File: src/rtl/ov7670_sccb_sender_pkg.sv
// Shared types and constants for the OV7670 SCCB write path.
// Used by the command sender and its quarter-bit divider.
package ov7670_pkg;

    typedef enum logic [2:0] {IDLE, START, BITS, STOP, GAP, DELAY} sccb_state_t;

    localparam logic [7:0]  OV7670_WRITE_ID = 8'h42;
    localparam logic [15:0] CMD_END         = 16'hFFFF;
    localparam logic [15:0] CMD_DELAY       = 16'hFFF0;
    localparam int unsigned SCCB_FRAME_BITS = 27;

    // Three-phase write frame; each phase ends with a released don't-care bit.
    function automatic logic [SCCB_FRAME_BITS-1:0] sccb_frame(input logic [7:0]  id,
                                                              input logic [15:0] cmd);
        return {id, 1'b1, cmd[15:8], 1'b1, cmd[7:0], 1'b1};
    endfunction

endpackage

File: src/rtl/ov7670_sccb_sender_quarter_tick.sv
// Quarter-bit timebase for the SCCB sender: one-cycle tick every CLK_DIV
// cycles while run is high, counter held at zero otherwise.
module sccb_quarter_tick #(
    parameter int unsigned CLK_DIV = 125
) (
    input  logic clk,
    input  logic reset,
    input  logic run,
    output logic tick
);

    localparam int unsigned CW = (CLK_DIV > 1) ? $clog2(CLK_DIV) : 1;
    localparam logic [CW-1:0] LAST = CW'(CLK_DIV - 1);

    logic [CW-1:0] count;

    always_ff @(posedge clk) begin
        if (reset || !run) begin
            count <= '0;
        end else if (count == LAST) begin
            count <= '0;
        end else begin
            count <= count + 1'b1;
        end
    end

    assign tick = run && (count == LAST);

endmodule

File: src/rtl/ov7670_sccb_sender.sv
// SCCB three-phase write master for the OV7670: takes {addr,value} commands
// via send/taken and drives SIOC/SIOD (open drain) one frame at a time.
module ov7670_sccb_sender
    import ov7670_pkg::*;
#(
    parameter int unsigned CLK_DIV      = 125,
    parameter logic [7:0]  DEV_ID       = OV7670_WRITE_ID,
    parameter int unsigned GAP_QUARTERS = 8,
    parameter int unsigned DELAY_CYCLES = 500000
) (
    input  logic        clk,
    input  logic        reset,
    input  logic        send,
    input  logic [15:0] command,
    output logic        ready,
    output logic        taken,
    output logic        sioc,
    output logic        siod_oe
);

    localparam int unsigned GW = (GAP_QUARTERS > 1) ? $clog2(GAP_QUARTERS) : 1;
    localparam int unsigned DW = (DELAY_CYCLES > 1) ? $clog2(DELAY_CYCLES) : 1;
    localparam logic [GW-1:0] GAP_LAST = GW'(GAP_QUARTERS - 1);
    localparam logic [DW-1:0] DLY_LAST = DW'(DELAY_CYCLES - 1);
    localparam logic [4:0]    BIT_TOP  = 5'(SCCB_FRAME_BITS - 1);

    sccb_state_t                state;
    logic [1:0]                 qtr;
    logic [4:0]                 bit_cnt;
    logic [GW-1:0]              gap_cnt;
    logic [DW-1:0]              dly_cnt;
    logic [SCCB_FRAME_BITS-1:0] shreg;
    logic                       run;
    logic                       tick;

    assign run = (state == START) || (state == BITS) || (state == STOP) || (state == GAP);

    sccb_quarter_tick #(.CLK_DIV(CLK_DIV)) u_tick (
        .clk   (clk),
        .reset (reset),
        .run   (run),
        .tick  (tick)
    );

    // Pad levels are assigned on the edge that enters each quarter, so they are
    // already valid for the whole quarter they belong to.
    always_ff @(posedge clk) begin
        if (reset) begin
            state   <= IDLE;
            ready   <= 1'b1;
            taken   <= 1'b0;
            sioc    <= 1'b1;
            siod_oe <= 1'b0;
            qtr     <= '0;
            bit_cnt <= '0;
            gap_cnt <= '0;
            dly_cnt <= '0;
            shreg   <= '1;
        end else begin
            taken <= 1'b0;
            unique case (state)
                IDLE: begin
                    if (send && ready) begin
                        if (command == CMD_DELAY) begin
                            state   <= DELAY;
                            taken   <= 1'b1;
                            ready   <= 1'b0;
                            dly_cnt <= '0;
                        end else if (command != CMD_END) begin
                            state   <= START;
                            taken   <= 1'b1;
                            ready   <= 1'b0;
                            shreg   <= sccb_frame(DEV_ID, command);
                            qtr     <= '0;
                            sioc    <= 1'b1;
                            siod_oe <= 1'b1;
                        end
                    end
                end
                DELAY: begin
                    if (dly_cnt == DLY_LAST) begin
                        state <= IDLE;
                        ready <= 1'b1;
                    end else begin
                        dly_cnt <= dly_cnt + 1'b1;
                    end
                end
                START: begin
                    if (tick) begin
                        if (qtr == 2'd0) begin
                            qtr     <= 2'd1;
                            sioc    <= 1'b0;
                            siod_oe <= 1'b1;
                        end else begin
                            state   <= BITS;
                            qtr     <= 2'd0;
                            bit_cnt <= BIT_TOP;
                            sioc    <= 1'b0;
                            siod_oe <= ~shreg[SCCB_FRAME_BITS-1];
                        end
                    end
                end
                BITS: begin
                    if (tick) begin
                        unique case (qtr)
                            2'd0: begin
                                qtr  <= 2'd1;
                                sioc <= 1'b0;
                            end
                            2'd1: begin
                                qtr  <= 2'd2;
                                sioc <= 1'b1;
                            end
                            2'd2: begin
                                qtr  <= 2'd3;
                                sioc <= 1'b1;
                            end
                            default: begin
                                qtr  <= 2'd0;
                                sioc <= 1'b0;
                                if (bit_cnt == 5'd0) begin
                                    state   <= STOP;
                                    siod_oe <= 1'b1;
                                end else begin
                                    bit_cnt <= bit_cnt - 1'b1;
                                    shreg   <= {shreg[SCCB_FRAME_BITS-2:0], 1'b1};
                                    siod_oe <= ~shreg[SCCB_FRAME_BITS-2];
                                end
                            end
                        endcase
                    end
                end
                STOP: begin
                    if (tick) begin
                        if (qtr == 2'd0) begin
                            qtr     <= 2'd1;
                            sioc    <= 1'b1;
                            siod_oe <= 1'b1;
                        end else if (qtr == 2'd1) begin
                            qtr     <= 2'd2;
                            sioc    <= 1'b1;
                            siod_oe <= 1'b0;
                        end else begin
                            state   <= GAP;
                            qtr     <= 2'd0;
                            gap_cnt <= '0;
                            sioc    <= 1'b1;
                            siod_oe <= 1'b0;
                        end
                    end
                end
                GAP: begin
                    if (tick) begin
                        if (gap_cnt == GAP_LAST) begin
                            state <= IDLE;
                            ready <= 1'b1;
                        end else begin
                            gap_cnt <= gap_cnt + 1'b1;
                        end
                    end
                end
                default: begin
                    state <= IDLE;
                    ready <= 1'b1;
                end
            endcase
        end
    end

endmodule

File: config.mk
export PLATFORM = sky130hd
export DESIGN_NAME = ov7670_sccb_sender
export DESIGN_NICKNAME = d
export VERILOG_FILES = /design/src/rtl/ov7670_sccb_sender_pkg.sv /design/src/rtl/ov7670_sccb_sender_quarter_tick.sv /design/src/rtl/ov7670_sccb_sender.sv
export SDC_FILE = /design/constraint.sdc
export NUM_CORES = 1
export LEC_CHECK = 0
export BUFFER_PORTS_ARGS = -buffer_cell sky130_fd_sc_hd__buf_2
export CELL_PAD_IN_SITES_DETAIL_PLACEMENT = 2
export CELL_PAD_IN_SITES_GLOBAL_PLACEMENT = 2
export CORE_MARGIN = 4
export CORE_UTILIZATION = 36
export CTS_CLUSTER_SIZE = 12
export DETAILED_ROUTE_END_ITERATION = 6
export GPL_TIMING_DRIVEN = 1
export PLACE_DENSITY = 0.89
export SYNTH_ARGS = -nofsm -noshare
export SYNTH_HDL_FRONTEND = slang
export SYNTH_SLANG_ARGS = --single-unit
File: constraint.sdc
create_clock -name clk -period 2.54 [get_ports clk]
set_input_delay 0.254 -clock clk [delete_from_list [all_inputs] [get_ports clk]]
set_output_delay 0.254 -clock clk [all_outputs]
set_load 0.1 [all_outputs]
==> results.toml <==
[clock_network]
cts_buffers = 9
postCtsSetupBuffers = 0
clockBufferDepth = 2
clk_pin_slew_ps = 90
htree_levels = 3
root_buffer = "clkbuf_8"
clk_latency_ps = 370
cts_tree = "done"
clock_sinks = 69

[worst_setup_path]
path_cells = "inv_1 > ha_1 > nor4b_2 > nor2_1 > and3_1 > nor4_1 > a41oi_1"
path_buf_inv = 1
endpoint_kind = "flip-flop"
path_delay_family = "simple AND/OR/NAND/NOR gates"
crit_arrival_ps = 2660
max_stage_delay_ps = 850
critPathKind = "flip-flop to flip-flop"
cp.required_ps = 2830
rr_startpoint = "bit_cnt[0]"
worstPathMaxFanout = 24
start_kind = "flip-flop"
critical_path.startpoint = "bit_cnt[0]"
cpMaxStageDelayCell = "and3_1"

[sta]
setup_slack_ps = 172
min_period_over_period = 0.932
relSlewSlack = 0.363
rsz0062_at_grt = "no"
max_freq_ghz = 0.422
fin_tns_setup_ps = 0
slew_viol_final = 0
tightest_slew_ps = 956
setup_violations = 0
min_period_ps = 2370
skew_ps = 9.94
timing_hold_violations_final = 0

[synthesis]
netlist_top_cells_count = "69 x dfxtp_1, 64 x nand2_1, 31 x a21oi_1"
yosys.area_share.simple = 0.307
synth_fa_ha_area_frac = 0.0424
synth_nets = 464
yosysSeqAreaShare = 0.390
syn_inst = 433
ys_seq_elements = 69
synth.area.top_cells = "dfxtp_1 39%, nand2_1 6.8%, a21oi_1 4.4%"
synth_area_leader_cell = "dfxtp_1"
synth_area_per_cell_um2 = 8.17
synth_most_common_cell = "dfxtp_1"
ys_warn_count = 0
synth_flop_cell = "dfxtp_1"
async_flop_share = 0
synth_top_area_share = 0.390
synthesis.area_um2 = 3540
synth_xor_area_frac = 0.0248
synthMuxAreaShare = 0.0258
synth_cell_types = 48
synth_top_family_by_area = "simple AND/OR/NAND/NOR gates"
synth_compound_area_frac = 0.164
synth_edf_count = 0

[final_layout]
drive_above_1_share = 0.136
nets = 483
fill_cells = 1066
antenna_cells = 0
area_growth_pct = 13.4

[routing]
first_pass_iters = 4
drc = 0
drt_wl_total_um = 11900
drtIter0Drc = 109
wl_per_cell_um = 20.3
vias_per_cell = 5.92
ant_nets = 0
vias = 3471

[power]
ir_drop_mv = 0.296
p_leak_uw = 0.00146
powerDensity_nw_per_um2 = 594

[floorplan]
num_io_pins = 23
die_w_um = 107
rows = 35
fp.dieH_um = 107
dieArea_um2 = 11500
start_util = 0.376
coreArea_um2 = 9420

[placement]
io_buffers = 22
gp_congestion = 0.774
post-dp-hpwl_um = 7700
dp_slack_ps = 260

[global_routing]
grt_pass1_wl_um = 20000
overflow = 0
grt_max_degree = 25
grtUsageTotal = 0.217
grt_pass1_vias = 3830
antenna_found_initial = 0

[run_status]
outcome = "complete, no violations"

[hold_path]
hold_class = "primary input to flip-flop"
hp-start = "command[0]"

[run]
maxCapViolCount = 0
==> metal layers <==
layer | global-route usage | part of all wire
met2 | 0.391 | 0.52
met1 | 0.257 | 0.44
met5 | 0 | 0
met3 | 0.0373 | 0.019
met4 | 0.0758 | 0.020
==> where the power goes <==
group	total, uW	internal, uW	switching [uW]
clock network	977	469	509
registers	1150	1120	29.3
logic	255	76.4	179
total	2380	1670	717
==> worst paths after layout <==
check        cells past startpoint  slack (ps)   endpoint
max                              7         170  shreg[15]
min                              3         190   shreg[1]
max reg2reg                      7         170  shreg[15]
min reg2reg                      2         480  shreg[19]
==> state kept, by name, summed over array words and instances, names as in the netlist <==
name / flops
u_tick.count: 7
gap_cnt: 3
siod_oe: 1
sioc: 1
dly_cnt: 19
bit_cnt: 5
state: 3
shreg: 26
taken: 1
qtr: 2
ready: 1
==> through the flow <==
step                       util  instances  instance area, um2  power (uW)  hold WS [ps]
final                     0.426        586                4010        2380           189
after global routing      0.426        586                4010        2480           220
after CTS                 0.426        586                4010        2400           185
after detailed placement  0.404        570                3800        1420           455
after global placement    0.404        570                3800        1410           443
after floorplan               -        433                3540        1340           431
==> cell usage in the layout, fill, tap and decap left out, types with 14 or more instances in the layout <==
cell type,count
a41oi_1,14
buf_2,22
dfxtp_1,68
inv_1,14
nor4_1,22
a21oi_1,31
nand2_1,64
nor2_1,29
nand3_1,18
==> kinds of logic (layout without fill, tap and decap cells) <==
group / count (synthesis) / after routing
multiplexers: 9 / 9
adder cells (fa/ha/maj): 12 / 12
buffers and inverters: 41 / 65
flip-flops: 69 / 69
AND/OR/NAND/NOR: 205 / 205
AO/OA/AOI/OAI: 87 / 87
XOR/XNOR: 10 / 10
==> worst reg2reg max path, stage by stage, from the launching register on <==
cell	delay, ps
dfxtp_1	360
inv_1	90
ha_1	210
nor4b_2	180
nor2_1	250
and3_1	850
nor4_1	120
a41oi_1	220
==> timing repair <==
| item | CTS | global route |
|---|---|---|
| hold buffers | 0 | 0 |
| setup endpoints to repair | 0 | 24 |
| hold endpoints to repair | 0 | 0 |
| gates resized for setup | 0 | 1 |
==> final cells by class <==
type	instances	area [um2]	area share
clock buffers	9	124	0.0309
clock inverters	7	82.6	0.0206
inverters	14	52.6	0.0131
multi-input cells	323	2000	0.499
flip-flops and latches	69	1380	0.345
well taps	129	161	0.0402
repair buffers	35	208	0.0518
(Power assumes the default switching activity.)
